--- src/rtl/sseg_scanner_pkg.sv ---
// Shared constants and helpers for the four-digit seven-segment scanner.
// Segment and anode drives are active-low, so "off" means all ones.
package sseg_scanner_pkg;

  localparam int NUM_DIGITS = 4;
  localparam int SLOT_W = 2;
  localparam logic [7:0] SEG_OFF = 8'hFF;
  localparam logic [3:0] AN_OFF = 4'hF;

  typedef logic [7:0] seg_t;

  // One anode low for the selected slot, all others high.
  function automatic logic [3:0] anodeFor(input logic [SLOT_W-1:0] slot);
    return ~(4'b0001 << slot);
  endfunction

endpackage

--- src/rtl/sseg_scanner_tick_gen.sv ---
// Free-running modulo-DIV counter with a terminal-count pulse.
// The scanner uses one instance for digit slots and one for the blink rate.
module tick_gen #(
  parameter int DIV = 2,
  parameter int W = (DIV > 1) ? $clog2(DIV) : 1
) (
  input  logic         clk_i,
  input  logic         rst_i,
  output logic         tick_o,
  output logic [W-1:0] cnt_o
);

  logic [W-1:0] cnt_q;
  logic [W-1:0] cnt_d;

  always_comb begin
    tick_o = (cnt_q == W'(DIV - 1));
    cnt_d  = tick_o ? '0 : cnt_q + 1'b1;
    cnt_o  = cnt_q;
  end

  always_ff @(posedge clk_i) begin
    if (rst_i) begin
      cnt_q <= '0;
    end else begin
      cnt_q <= cnt_d;
    end
  end

endmodule

--- src/rtl/sseg_scanner.sv ---
// Time-multiplexed common-anode display driver with dead time, blanking,
// blink and a double buffer that only commits at the start of a frame.
module sseg_scanner
  import sseg_scanner_pkg::*;
#(
  parameter int REFRESH_DIV = 5,
  parameter int DEAD_CYCLES = 1,
  parameter int BLINK_DIV = 1250
) (
  input  logic       clk,
  input  logic       rst,
  input  logic [7:0] digit0,
  input  logic [7:0] digit1,
  input  logic [7:0] digit2,
  input  logic [7:0] digit3,
  input  logic       update,
  input  logic [3:0] blank_mask,
  input  logic [3:0] blink_en,
  output logic       frame,
  output logic [3:0] an,
  output logic [7:0] sseg
);

  localparam int RW = (REFRESH_DIV > 1) ? $clog2(REFRESH_DIV) : 1;
  localparam int BW = (BLINK_DIV > 1) ? $clog2(BLINK_DIV) : 1;

  logic [RW-1:0]     slotCnt;
  logic              slotTick;
  logic              blinkTick;
  logic [BW-1:0]     unusedBlinkCnt;

  logic [SLOT_W-1:0] slot_q, slot_d;
  logic              blinkOn_q, blinkOn_d;
  logic              pendValid_q, pendValid_d;
  seg_t              act_q [NUM_DIGITS];
  seg_t              act_d [NUM_DIGITS];
  seg_t              pend_q [NUM_DIGITS];
  seg_t              pend_d [NUM_DIGITS];

  logic              boundary;
  logic              dead;
  logic              suppressed;
  logic [3:0]        an_d;
  logic [7:0]        sseg_d;

  tick_gen #(.DIV(REFRESH_DIV)) refreshGen (
    .clk_i  (clk),
    .rst_i  (rst),
    .tick_o (slotTick),
    .cnt_o  (slotCnt)
  );

  tick_gen #(.DIV(BLINK_DIV)) blinkGen (
    .clk_i  (clk),
    .rst_i  (rst),
    .tick_o (blinkTick),
    .cnt_o  (unusedBlinkCnt)
  );

  always_comb begin
    boundary   = (slot_q == '0) && (slotCnt == '0);
    dead       = (slotCnt < RW'(DEAD_CYCLES));
    suppressed = blank_mask[slot_q] | (blink_en[slot_q] & ~blinkOn_q);

    slot_d    = slotTick ? slot_q + 1'b1 : slot_q;
    blinkOn_d = blinkTick ? ~blinkOn_q : blinkOn_q;

    // Commit reads the old pending contents, so a capture on the boundary
    // cycle itself waits for the following frame.
    act_d       = act_q;
    pend_d      = pend_q;
    pendValid_d = pendValid_q;
    if (boundary && pendValid_q) begin
      act_d       = pend_q;
      pendValid_d = 1'b0;
    end
    if (update) begin
      pend_d[0]   = digit0;
      pend_d[1]   = digit1;
      pend_d[2]   = digit2;
      pend_d[3]   = digit3;
      pendValid_d = 1'b1;
    end

    an_d   = (dead || suppressed) ? AN_OFF : anodeFor(slot_q);
    sseg_d = suppressed ? SEG_OFF : act_q[slot_q];
  end

  always_ff @(posedge clk) begin
    if (rst) begin
      slot_q      <= '0;
      blinkOn_q   <= 1'b1;
      pendValid_q <= 1'b0;
      act_q       <= '{default: SEG_OFF};
      pend_q      <= '{default: SEG_OFF};
      an          <= AN_OFF;
      sseg        <= SEG_OFF;
      frame       <= 1'b0;
    end else begin
      slot_q      <= slot_d;
      blinkOn_q   <= blinkOn_d;
      pendValid_q <= pendValid_d;
      act_q       <= act_d;
      pend_q      <= pend_d;
      an          <= an_d;
      sseg        <= sseg_d;
      frame       <= boundary;
    end
  end

endmodule

--- config.mk ---
export PLATFORM = sky130hd
export DESIGN_NAME = sseg_scanner
export DESIGN_NICKNAME = d
export VERILOG_FILES = /design/src/rtl/sseg_scanner_pkg.sv /design/src/rtl/sseg_scanner_tick_gen.sv /design/src/rtl/sseg_scanner.sv
export SDC_FILE = /design/constraint.sdc
export NUM_CORES = 1
export LEC_CHECK = 0
export CAP_MARGIN = 20
export CORE_ASPECT_RATIO = 0.5
export CORE_MARGIN = 5
export CORE_UTILIZATION = 45
export DETAILED_ROUTE_END_ITERATION = 10
export GPL_TIMING_DRIVEN = 0
export PLACE_DENSITY = 0.76
export SLEW_MARGIN = 10
export SYNTH_ARGS = -nofsm -noshare
export SYNTH_HDL_FRONTEND = slang
export SYNTH_HIERARCHICAL = 1
export SYNTH_SLANG_ARGS = --single-unit
export TNS_END_PERCENT = 1
--- constraint.sdc ---
create_clock -name clk -period 2.25 [get_ports clk]
set_clock_uncertainty 0.1 [all_clocks]
set_input_delay 0.675 -clock clk [delete_from_list [all_inputs] [get_ports clk]]
set_output_delay 0.675 -clock clk [all_outputs]
set_load 0.1 [all_outputs]
==> flow_metrics.env <==
export IMPL_startpoint_type="flip-flop"
export IMPL_maxSlewViolCount=0
export IMPL_final_common_cell="dfxtp_1"
export IMPL_p_per_area_mw_per_mm2=782.7
export IMPL_crit_path_max_fanout=1
export IMPL_path_buf_inv=1
export IMPL_r2r_start="slot_q[1]"
export IMPL_core_area_sq_mm=0.008588
export IMPL_drt_total_wl_mm=8.383
export IMPL_r2r_cells=7
export IMPL_cts_tree="built"
export IMPL_synth_edff_count=0
export IMPL_num_rows=24
export IMPL_setup_tns_ps=0
export IMPL_syn_instance_count=363
export IMPL_overflow=0
export IMPL_ys_warn_count=6
export IMPL_maxCapViolCount=0
export IMPL_regToRegSetupSlack_ps=150
export IMPL_fin_crit_sh_pct=98.93
export IMPL_reg2reg_to="act_q[1]"
export IMPL_grt_start_max_net_pins=15
export IMPL_clk_insertion_delay_late_ps=340
export IMPL_pin_count=56
export IMPL_min_from="act_q[18]"
export IMPL_diodes=0
export IMPL_period_needed_ps=2226
export IMPL_critPathMaxStageDelay_ps=810
export IMPL_dp_hpwl_mm=6.155
export IMPL_drive_gt1_share_pct=15.28
export IMPL_clockBufferDepth=2
export IMPL_via_per_inst=5.341
export IMPL_synth_top_area_cell="dfxtp_1"
export IMPL_worst_slew_pin_slew_ps=947.9
export IMPL_first_iter_violations=214
export IMPL_ys_async_sr_fraction_pct=0
export IMPL_area_growth_pct=24.57
export IMPL_sw_frac_of_total_pct=24.72
export IMPL_syn_area_sq_mm=0.003901
export IMPL_layout_common_cells="95 x dfxtp_1, 62 x a211o_1, 41 x clkdlybuf4s50_1, 35 x nor2b_1, 28 x and3_1"
export IMPL_wire_per_inst_um=15.27
export IMPL_hold_path_endpoint="act_q[18]"
export IMPL_leakagePower_nw=1.995
export IMPL_critPathKind="reg2out"
export IMPL_hold_ws_ps=362.2
export IMPL_dieArea_sq_mm=0.01074
export IMPL_cts_clk_slew_worst_paths_ps=60
export IMPL_pwr_share_seq_pct=49.1
export IMPL_cts_sinks=95
export IMPL_cts_buffers=9
export IMPL_finalSetupViolations=0
export IMPL_fmax_ghz=0.4493
export IMPL_drt_first_pass_iters=4
export IMPL_intPower_mw=2.863
export IMPL_clockPowerShare_pct=37.1
export IMPL_nets=479
export IMPL_synth_area_leaders="dfxtp_1 49%, a211o_1 14%, nor2b_1 5.6%"
export IMPL_vdd_ir_drop_max_uv=444.6
export IMPL_cts_htree_levels=3
export IMPL_yosysUniqueCellTypes=43
export IMPL_combPwrFrac_pct=13.8
export IMPL_min_path_type="reg2reg"
export IMPL_dp_cells=534
export IMPL_fp_dieW_um=141.7
export IMPL_grt_pass1_vias=2854
export IMPL_n_fill_cell=779
export IMPL_gr_usage_all_layers_pct=16.52
export IMPL_syn_nets=414
export IMPL_antenna_found_initial=0
export IMPL_drc=0
export IMPL_avgSynthCellArea_sq_um=10.75
export IMPL_power_net_switching_uw=940.5
export IMPL_rsz0062_at_grt="true"
export IMPL_crit_path_end_kind="output port"
export IMPL_netlist_area_leader_share_pct=48.75
export IMPL_cts_root_buffer="clkbuf_16"
export IMPL_cp_slowest_cell="clkdlybuf4s15_1"
export IMPL_postRouteAntennaNets=0
export IMPL_arrival_ps=1450
export IMPL_ys_seq_area_share_pct=48.75
export IMPL_grt_pass1_wl_mm=13.88
export IMPL_crit_family="buffers and inverters"
export IMPL_hold_depth=1
export IMPL_die_y_um=75.84
export IMPL_max_slew_margin_rel_pct=37.05
export IMPL_synth_flop_cell="dfxtp_1"
export IMPL_vias=2932
export IMPL_ys_seq_elements=95
export IMPL_status="completed"
export IMPL_hold_buffers=0
export IMPL_gp_congestion=0.8119
export IMPL_stdcell_count=549
export IMPL_hold_violations=0
export IMPL_io_buffers=54
export IMPL_start_util_pct=45.43
export IMPL_worstPathRequired_ps=1470
export IMPL_cp_cell_sequence="clkdlybuf4s15_1"
-- cell usage after synthesis, drive strengths merged (2+ instances only) --
library cell  count
o21ai             4
mux2              2
ha                8
xnor2             3
xor2              2
nor2              9
and3             32
nand3            14
or4               2
mux2i             3
clkbuf           16
inv              15
a21oi             8
nand2             2
dfxtp            95
a211o            64
nand2b            2
buf              14
nor4b             2
mux4              8
nor2b            35
o31ai             2
nand4             6
or3               5
-- power groups by stage --
stage                     combinational [mW]  sequential, mW  clock, mW
after floorplan                        0.302            1.94          0
after global placement                 0.514            1.90          0
after detailed placement               0.525            1.90          0
after CTS                              0.531            1.87       1.45
after global routing                   0.574            1.88       1.51
final                                  0.526            1.87       1.41
-- state kept, by name (all words and copies together), names as in the netlist, 2 cells and up --
register	cells
act_q	32
pend_q	32
blinkGen/cnt_o	11
sseg	8
an	4
refreshGen/cnt_o	3
slot_q	2
-- metal layers --
layer | track usage [%] | wire length, um | vias to the layer above
met5 | 0 | 0 | -
met4 | 4.787 | 93 | 0
met3 | 4.639 | 517 | 11
met2 | 26.76 | 3686 | 54
met1 | 21.98 | 4086 | 1412
li1 | - | - | 1455
-- per-stage QoR --
step | power [mW] | utilization (%) | cell area, sq um | setup WS (ps)
final | 3.804 | 56.59 | 4860 | 24.17
after global routing | 3.965 | 56.59 | 4860 | -18.03
after CTS | 3.843 | 56.89 | 4886 | -9.932
after detailed placement | 2.427 | 53.42 | 4588 | -420.7
after global placement | 2.414 | 53.42 | 4588 | -433.3
after floorplan | 2.238 | - | 3901 | 277.2
-- cells by family (layout without fill, tap and decap cells) --
kind of cell	Yosys count	count (layout)	share of synthesized area [%]
AND/OR/NAND/NOR	116	116	19.18
flip-flops	95	95	48.75
AO/OA/AOI/OAI	81	81	17.16
buffers and inverters	45	114	5.259
multiplexers	13	13	5.965
adder cells (fa/ha/maj)	8	8	2.566
XOR/XNOR	5	5	1.123
-- area by class of cell --
class	count	area [sq um]	share of cell area, %
buffer	29	153.9	3.167
clock buffer	13	260.3	5.355
clock inverter	2	16.27	0.3347
inverter	15	56.30	1.159
multi-input combinational	223	1794	36.92
sequential	95	1902	39.13
tap	117	146.4	3.012
timing repair buffer	55	530.5	10.92
-- how the worst max path moves through the flow --
stage                            to  startpoint  cells past startpoint  slack [ps]
final                         an[2]       an[2]                      1          20
after global routing        sseg[1]         rst                      6         -20
after CTS                   sseg[1]     sseg[1]                      1         -10
after detailed placement  act_q[25]         rst                      5        -420
after global placement    act_q[27]         rst                      5        -430
after floorplan            act_q[0]   slot_q[0]                      8         280
-- timing repair --
| action | 4_1_cts | 5_1_grt |
|---|---|---|
| endpoints found under the setup margin | 46 | 39 |
| resized for setup | 37 | 11 |
| setup buffers | 1 | 0 |
Power figures use the tool's default switching activity.
==> edit 1: new RTL, config.mk and constraints unchanged <==
Put one more register stage on the output `sseg`. The value now appears one clock later. The other outputs are not delayed to match.
--- a/src/rtl/sseg_scanner.sv
+++ b/src/rtl/sseg_scanner.sv
@@ -25,2 +25,4 @@
   localparam int BW = (BLINK_DIV > 1) ? $clog2(BLINK_DIV) : 1;
+
+  logic [7:0] sseg_s0;
 
@@ -96,3 +98,3 @@
       an          <= AN_OFF;
-      sseg        <= SEG_OFF;
+      sseg_s0     <= SEG_OFF;
       frame       <= 1'b0;
@@ -105,3 +107,3 @@
       an          <= an_d;
-      sseg        <= sseg_d;
+      sseg_s0     <= sseg_d;
       frame       <= boundary;
@@ -110,2 +112,6 @@
 
+  always_ff @(posedge clk) begin
+    sseg <= sseg_s0;
+  end
+
 endmodule
Formal check against the unedited RTL: not equivalent (a bounded check fails within 4 cycles, from zero or initial values and one cycle with rst high).
==> edit 1 against the unedited design <==
- via count up 0.78%
- area after synthesis up 4.1%
- combinational power about the same
- design area up 3.3%
- routed wire length up 5.6%
- sequential cell count up 8
- setup slack better by 0.095 ns
- total power up 4.7%
- largest power group unchanged
- highest routed layer unchanged
==> edit 1: results (changes against the unedited design) <==
run status finished clean; Internal 3.00 mW (+4.9%); number of global-route vias before repair 2810 (-1.5%); DP Worst Slack -0.455 ns (-0.0346 ns); worst hold path startpoint sseg_s0[7]; CP max stage cell clkdlybuf4s50_1; post-synth net total 422 (+1.9%); Worst Hold Depth 0 (-1); pin count of the biggest net entering global routing 18 (+3); Max FO, Critical Path 17 (+16); Comb pwr share 13.2% (-0.6 points); DP Cell Count 542 (+1.5%); Mapped Avg Cell Area 10.9 sq um (+1.9%); peak supply drop 0.000431 V (-3.0%); drt wl/cell 16.0 um (+4.5%); via count 2955 (+0.78%); top cells by count, synth 103 x dfxtp_1, 62 x a211o_1, 35 x nor2b_1; wirelength, routed 8850 um (+5.6%); flop2flop setup slack 0.13 ns (-0.02 ns); Pleak 2.06 nW (+3.4%); layout cells sized above 1 15.5% (+0.25 points); Final #Nets 486 (+1.5%); placement-stage cell area 4750 sq um (+3.5%); CP arrival 2.32 ns (+0.87 ns); clock share of power 36.2% (-0.9 points); Tot GR Track Use 16.2% (-0.34 points); switching power 0.978 mW (+4.0%); ranking of synthesized cells by area dfxtp_1 51%, a211o_1 13%, nor2b_1 5.4%, mux4_2 4.4%, and3_1 4.3%
-- edit 1: routing by layer --
metal	routed length, um	part of all wire (%)	vias to the layer above	GRT usage (%)
met1	4470	50	1426	22.9
met2	3890	44	43	23.4
met3	406	4.6	6	5.59
li1	-	-	1480	-
met5	0	0	-	0
met4	89	1.0	0	4.38
-- edit 1: cell type report --
cell class	instances	area, sq um	share of cell area [%]
flip-flops and latches	103	2060	41.1
multi-input cells	223	1790	35.7
repair buffers	55	539	10.7
clock buffers	12	256	5.11
plain buffers	28	149	2.96
well taps	117	146	2.91
inverters	15	56.3	1.12
clock inverters	2	17.5	0.349
-- edit 1: repair_timing --
item,4_1_cts,5_1_grt
hold endpoints to repair,0,0
resized for setup,37,11
endpoints found under the setup margin,44,34
setup buffers,1,0
-- edit 1: how the worst max path moves through the flow --
| stage | startpoint | end | slack [ns] |
|---|---|---|---|
| detailed placement | rst | act_q[4] | -0.46 |
| finish | rst | pend_q[28] | 0.12 |
| global placement | rst | act_q[5] | -0.45 |
| floorplan | slot_q[0] | act_q[0] | 0.27 |
| global route | slot_q[1] | act_q[24] | 0.02 |
| CTS | sseg[7] | sseg[7] | -0.01 |
-- edit 1: cells by family (layout without fill, tap and decap cells) --
| group | after synthesis | after routing | synth area share, % |
|---|---|---|---|
| flops | 103 | 103 | 50.8 |
| compound gates | 81 | 81 | 16.5 |
| fa+ha+maj | 8 | 8 | 2.46 |
| xor+xnor | 5 | 5 | 1.08 |
| buf+inv | 45 | 112 | 5.05 |
| simple gates | 116 | 116 | 18.4 |
| mux | 13 | 13 | 5.73 |
==> edit 2: new RTL, same settings <==
Without the edit above. Change the package constant `SLOT_W` from 2 to 4.
--- a/src/rtl/sseg_scanner_pkg.sv
+++ b/src/rtl/sseg_scanner_pkg.sv
@@ -5,3 +5,3 @@
   localparam int NUM_DIGITS = 4;
-  localparam int SLOT_W = 2;
+  localparam int SLOT_W = 4;
   localparam logic [7:0] SEG_OFF = 8'hFF;
Function: no difference found for any inputs over 10 cycles, from zero or initial values and one cycle with rst high; that may be too few to reach the edited logic, so the function may still have changed.
==> edit 2 against the unedited design <==
- setup slack lost 0.0024 ns
- critical path type unchanged
- total power grew 1.4%
- routed wire length rose by 13%
- via count is 11% higher
- sequential share of layout area decreased by 0.49 points
- area after synthesis is 5.1% higher
- critical path depth stayed put
- design area is 3.4% higher
- non-clock buffer count is 1 higher
- sequential cell count increased by 2
==> edit 2: results (changes against the unedited design) <==
Final #Nets 519 (+8.4%); wirelength, routed 9460 um (+13%); GPL Wtd Cong 0.817 (+0.68%); via count 3257 (+11%); M3 GR Usage 5.59% (+0.95 points); Final Power 3.86 mW (+1.4%); WL met3 681 um (+32%); number of global-route vias before repair 3075 (+7.7%); Tot GR Track Use 16.6% (+0.10 points); run status finished clean; Seq/Total Area, Yosys 47.3% (-1.4 points); Post-Syn Instances 405 (+12%); drt first-iter violations 182 (-15%); met1 WL 4570 um (+12%); worst setup path start sseg[2]; HPWL after DPL 6950 um (+13%); drt wl/cell 16.1 um (+5.2%); ranking of synthesized cells by area dfxtp_1 47%, a211o_1 6.8%, a41oi_1 6.8%, nor2b_1 5.2%, o21ai_1 3.9%; Setup crit end sseg[2]; first-pass GRT wire length 15300 um (+11%); synth unique cells 53 (+23%); TritonRoute pass-1 iters 5 (+1); DP Worst Slack -0.196 ns (+0.225 ns); met1 Track Usage GR 23.5% (+1.5 points); worst-margin pin slew 0.945 ns (-0.00334 ns); DP Cell Count 576 (+7.9%); r2r endpoint act_q[20]; top cells by count, synth 97 x dfxtp_1, 39 x inv_1, 34 x nor2b_1; Worst Hold Depth 2 (+1); met2 WL 4120 um (+12%); flop2flop setup slack 0.12 ns (-0.03 ns); placement-stage cell area 4790 sq um (+4.4%); Final min period 2.23 ns (+0.00236 ns); Internal 2.90 mW (+1.3%)
[edit 2: worst register-to-register path, cell delays in order, from the launching register on]
cell,delay (ns)
dfxtp_1,0.36
buf_2,0.22
inv_1,0.20
ha_1,0.21
nor3b_4,0.32
and3_2,0.30
buf_4,0.20
o21ai_1,0.09
[edit 2: repair_timing]
item                       4_1_cts  5_1_grt
cloned                           0        0
buffers inserted                 0        0
pin swaps                        0        0
gates resized for setup         29       11
setup endpoints to repair       13       39
hold endpoints to repair         0        0
[edit 2: layout make-up]
type,count,area [sq um]
timing repair buffer,54,499
buffer,31,159
inverter,40,150
fill,779,3770
sequential,97,1940
clock buffer,13,270
multi-input combinational,237,1860
tap,117,146
[edit 2: logic make-up after synthesis]
family	after synthesis	synth area share, %
adders and majority gates	6	1.83
xor gates and xnor gates	7	1.49
muxes	12	5.64
buffers and inverters	71	7.53
DFF	97	47.3
AOI/OAI and AO/OA	117	21.4
and+or+nand+nor	95	14.7
